$ cat src/rtl/shift_pkg.sv
// shift_pkg: state encoding and default word width shared by the shift-path blocks.
package shift_pkg;
    typedef enum logic {IDLE = 1'b0, SHIFT = 1'b1} state_t;
    localparam int DEF_WIDTH = 4;
endpackage

$ cat src/rtl/shift_deser_core.sv
// shift_deser_core: shift register and bit counter with a one-cycle completion strobe.
module shift_deser_core
    import shift_pkg::*;
#(
    parameter int WIDTH     = DEF_WIDTH,
    parameter bit MSB_FIRST = 1'b1
) (
    input  logic             clk,
    input  logic             rst,
    input  logic             sin,
    input  logic             shn,
    input  logic             clr,
    output logic             done,
    output logic [WIDTH-1:0] word,
    output logic             busy
);
    localparam int CW = $clog2(WIDTH + 1);
    state_t           state_q, state_d;
    logic [WIDTH-1:0] sr_q, sr_d;
    logic [CW-1:0]    cnt_q, cnt_d;
    logic             busy_q, busy_d, take;
    always_ff @(posedge clk or posedge rst) begin
        if (rst) begin
            state_q <= IDLE;
            sr_q    <= '0;
            cnt_q   <= '0;
            busy_q  <= 1'b0;
        end else begin
            state_q <= state_d;
            sr_q    <= sr_d;
            cnt_q   <= cnt_d;
            busy_q  <= busy_d;
        end
    end
    always_comb begin
        take    = shn && !clr;
        word    = MSB_FIRST ? {sr_q[WIDTH-2:0], sin} : {sin, sr_q[WIDTH-1:1]};
        done    = 1'b0;
        state_d = state_q;
        sr_d    = take ? word : sr_q;
        cnt_d   = cnt_q;
        case (state_q)
            IDLE: if (take) begin
                cnt_d   = CW'(1);
                state_d = SHIFT;
            end
            SHIFT: if (take) begin
                // the final bit completes the word on this edge; no separate done state
                done    = cnt_q == CW'(WIDTH - 1);
                cnt_d   = done ? '0 : cnt_q + CW'(1);
                state_d = done ? IDLE : SHIFT;
            end
            default: state_d = IDLE;
        endcase
        if (clr) begin
            sr_d    = '0;
            cnt_d   = '0;
            state_d = IDLE;
        end
        busy_d = cnt_d != '0;
    end
    assign busy = busy_q;
endmodule

$ cat src/rtl/shift_deser.sv
// shift_deser: serial-to-parallel receiver with a valid/ready holding register and sticky overrun.
module shift_deser
    import shift_pkg::*;
#(
    parameter int WIDTH     = DEF_WIDTH,
    parameter bit MSB_FIRST = 1'b1
) (
    input  logic             clk,
    input  logic             rst,
    input  logic             sin,
    input  logic             shn,
    input  logic             clr,
    input  logic             pready,
    output logic [WIDTH-1:0] pout,
    output logic             pvalid,
    output logic             busy,
    output logic             ovf
);
    logic             done, load;
    logic [WIDTH-1:0] word;
    logic [WIDTH-1:0] pout_q, pout_d;
    logic             pvalid_q, pvalid_d, ovf_q, ovf_d;
    shift_deser_core #(.WIDTH(WIDTH), .MSB_FIRST(MSB_FIRST)) u_core (
        .clk  (clk),
        .rst  (rst),
        .sin  (sin),
        .shn  (shn),
        .clr  (clr),
        .done (done),
        .word (word),
        .busy (busy)
    );
    always_ff @(posedge clk or posedge rst) begin
        if (rst) begin
            pout_q   <= '0;
            pvalid_q <= 1'b0;
            ovf_q    <= 1'b0;
        end else begin
            pout_q   <= pout_d;
            pvalid_q <= pvalid_d;
            ovf_q    <= ovf_d;
        end
    end
    always_comb begin
        // a word may load into a slot that is being drained on the same edge
        load     = done && (!pvalid_q || pready);
        pout_d   = load ? word : pout_q;
        pvalid_d = load || (pvalid_q && !pready);
        ovf_d    = !clr && (ovf_q || (done && pvalid_q && !pready));
    end
    assign pout   = pout_q;
    assign pvalid = pvalid_q;
    assign ovf    = ovf_q;
endmodule

$ cat config.mk
export PLATFORM = sky130hd
export DESIGN_NAME = shift_deser
export DESIGN_NICKNAME = d
export VERILOG_FILES = /design/src/rtl/shift_pkg.sv /design/src/rtl/shift_deser_core.sv /design/src/rtl/shift_deser.sv
export SDC_FILE = /design/constraint.sdc
export NUM_CORES = 1
export LEC_CHECK = 0
export ABC_AREA = 0
export CAP_MARGIN = 25
export CORE_ASPECT_RATIO = 0.9
export CORE_MARGIN = 3
export CORE_UTILIZATION = 42
export CTS_CLUSTER_SIZE = 16
export DETAILED_ROUTE_END_ITERATION = 12
export PLACE_DENSITY_LB_ADDON = 0.3
export REMOVE_ABC_BUFFERS = 1
export SLEW_MARGIN = 5
export SYNTH_ARGS = -nofsm -noshare
export SYNTH_HDL_FRONTEND = slang
export SYNTH_SLANG_ARGS = --single-unit
$ cat constraint.sdc
create_clock -name clk -period 1.5 [get_ports clk]
set_input_delay 0.225 -clock clk [delete_from_list [all_inputs] [get_ports clk]]
set_output_delay 0.225 -clock clk [all_outputs]
set_load 0.005 [all_outputs]
==> impl_results.md, run 1 <==
* Overall Power at 669 uW
* Setup total negative slack at 0 ns
* Most frequent cell after synthesis: dfrtp_1
* Synth top area share at 0.565
* Routed WL per cell at 13.0 um
* HPWL after detailed placement at 785 um
* DRT Wirelength at 1070 um
* Vias/cell at 4.99
* Clock transition at path regs at 0.08 ns
* Cells along the critical path: ha_4 > nand4b_4 > nor3_4 > mux2_2
* Die X at 46.5 um
* Ys Warns at 0
* Crit path capture type: flip-flop
* Min Hold Slack at 0.287 ns
* Remaining antenna violation count at 0
* Critical Path Max Stage Delay at 0.41 ns
* Antenna violations before repair at 0
* Hold crit path type: in2async
* DRC errors left at 0
* Slowest cell on crit path: dfrtp_1
* Final hold violation count at 0
* Htree depth at 1
* Syn Inst Count at 50
* Area growth syn-to-layout at 31.3%
* Number of I/O pins at 13
* Final period util at 0.969
* Core ar. at 1310 um^2
* Largest cells by area after synthesis: dfrtp_1, mux2i_1, nor2_1
* Final #Nets at 77
* CTS root buffer: clkbuf_4
* Cells after DPL at 77
* Clk_lat worst skew at 0.27 ns
* Worst-Margin Slew at 0.533 ns
* Antenna cell count at 0
* Reg2reg end: pout[0]$_DFFE_PP0P_
* Seq/Total Area, Yosys at 0.565
* DR pass1 iterations at 4
* Total track usage at 0.133
* Syn Area/Cell at 12.4 um^2
* Crit-path max FO at 4
* Fmax at 0.688 GHz
* Post-layout util at 0.624
* Top cells by count, synth: dfrtp_1, nor2_1, a21oi_1, mux2i_1, nand2b_1
* Relative slew margins at 0.644
* Worst Path Required at 1.66 ns
* Slew Viols, Final at 0
* RSZ-0062 raised after global routing: yes
* Die area at 1980 um^2
* Outcome: completed
* Final setup violation count at 0
* Reg2reg setup slack at 0.05 ns
* GR Overflow Total at 0
* Number of synthesized register bits at 14
* Total CTS buffers at 3
* First-pass GRT wire length at 1790 um
* Non-filler instance count after layout at 82
* Clock Skews at 0.00587 ns
* Number of global-route vias before repair at 407
* Iter 0 DRT Violations at 4
* Mapped cell area at 621 um^2
* Reg2reg path depth at 4
* Yosys cell types at 21
* CTS Buffer Depth at 2
* RD Place Congestion at 0.659
* Peak supply drop at 0.531 mV
* Largest net degree at the start of global routing at 15
* Largest area contributor in the netlist: dfrtp_1
* Startpoint types: flip-flop
* Vias at 409
* Critical path type: reg2reg
* Critical path arrival at 1.61 ns
* Vert. Die Dim at 42.5 um
* IO Port Bufs at 12
* Initial Util at 0.475
* Layout cells sized above 1 at 0.206
* Clk sinks at 14
* Pwr/cell area at 821 nW/um^2
* Maxcap violations at 0
* Fraction of registers with async set/reset at 1.00
* Leakage power at 0.000404 uW
* EDFF count, synth at 0
* Std cell rows at 12
* RR Startpoint: u_core.cnt_q[1]$_DFF_PP0_
* Synth Flop Type: dfrtp_1
* TritonCTS clock tree: yes
* Min cycle time layout at 1.45 ns
==> worst max path at each step <==
stage / startpoint / to / slack (ns) / depth (start not counted)
after floorplan: u_core.cnt_q[0]$_DFF_PP0_ / pout[0]$_DFFE_PP0P_ / 0.10 / 4
after global placement: shn / pout[1]$_DFFE_PP0P_ / -0.14 / 4
after detailed placement: shn / pout[0]$_DFFE_PP0P_ / -0.16 / 4
after CTS: u_core.cnt_q[1]$_DFF_PP0_ / pout[0]$_DFFE_PP0P_ / 0.009 / 4
final: u_core.cnt_q[1]$_DFF_PP0_ / pout[0]$_DFFE_PP0P_ / 0.05 / 4
after global routing: u_core.cnt_q[1]$_DFF_PP0_ / pout[0]$_DFFE_PP0P_ / -0.03 / 4
==> report_power, final <==
| group | switching [uW] | internal (uW) |
|---|---|---|
| combinational | 29.9 | 38.9 |
| clock | 108 | 92.9 |
| sequential | 10.1 | 388 |
==> cell type report <==
cell class | count | area [um^2]
fill | 111 | 492
sequential | 14 | 350
multi-input combinational | 32 | 259
timing repair buffer | 17 | 158
clock buffer | 3 | 22.5
tap | 14 | 17.5
inverter | 2 | 7.51
==> stage by stage <==
stage / cell area [um^2] / worst slack (ns)
5_1_grt: 815 / -0.0302
4_1_cts: 800 / 0.00930
6_report: 815 / 0.0460
3_5_place_dp: 764 / -0.157
2_1_floorplan: 604 / 0.104
3_3_place_gp: 764 / -0.143
==> cells by family (layout without fill, tap and decap cells) <==
kind of cell / count (synthesis) / count (layout) / synth area share
buffers and inverters: 4 / 22 / 0.0383
DFF: 14 / 14 / 0.565
AOI/OAI and AO/OA: 5 / 5 / 0.0504
muxes: 7 / 7 / 0.121
adders and majority gates: 1 / 1 / 0.0202
and+or+nand+nor: 19 / 19 / 0.206
==> flip-flops by register name, indices dropped and copies added (netlist names) <==
signal	count
pout	4
u_core.sr_q	3
ovf	1
u_core.state_q	1
u_core.cnt_q	3
pvalid	1
u_core.busy	1
==> critical path: cells and delay by family (launching register included) <==
family	cells	cell delay, ns
adder cells (fa/ha/maj)	1	0.18
multiplexers	1	0.36
flip-flops	1	0.41
AND/OR/NAND/NOR	2	0.39
==> layout by cell type, fill, tap and decap left out <==
cell and count:
a21oi_1 3, nand4b_4 1, nor2b_1 2, ha_4 1, clkdlybuf4s50_1 12, nor3_4 1, buf_4 5, mux2_1 2
and2_1 1, nand3_1 1, or2b_1 1, clkbuf_4 3, inv_1 2, a211o_1 1, o211ai_1 1, mux2_2 2
nand2b_1 3, dfrtp_1 14, or2_2 1, nor3_1 1, mux2i_1 3, nor2_1 7
==> metal layers <==
metal / vias up / track usage / part of all wire
met4: 0 / 0.0341 / 0
met3: 0 / 0.0815 / 0.080
met5: - / 0 / 0
met2: 12 / 0.181 / 0.41
li1: 208 / - / -
met1: 189 / 0.174 / 0.51
==> timing repair <==
| item | 4_1_cts | 5_1_grt |
|---|---|---|
| hold buffers | 0 | 0 |
| endpoints found under the hold margin | 0 | 0 |
| buffers inserted | 0 | 2 |
| pin swaps | 2 | 1 |
| resized for setup | 2 | 0 |
| setup endpoints to repair | 4 | 4 |
(Power assumes the default switching activity.)
==> inputs of run 2 (changes only) <==
--- a/config.mk
+++ b/config.mk
@@ -6,6 +6,7 @@
 export NUM_CORES = 1
 export LEC_CHECK = 0
 export ABC_AREA = 0
+export ABC_CLOCK_PERIOD_IN_PS = 1500
 export CAP_MARGIN = 25
 export CORE_ASPECT_RATIO = 0.9
 export CORE_MARGIN = 3
==> results of run 2 <==
Final layout, timing and power as in run 1 (identical DEF).
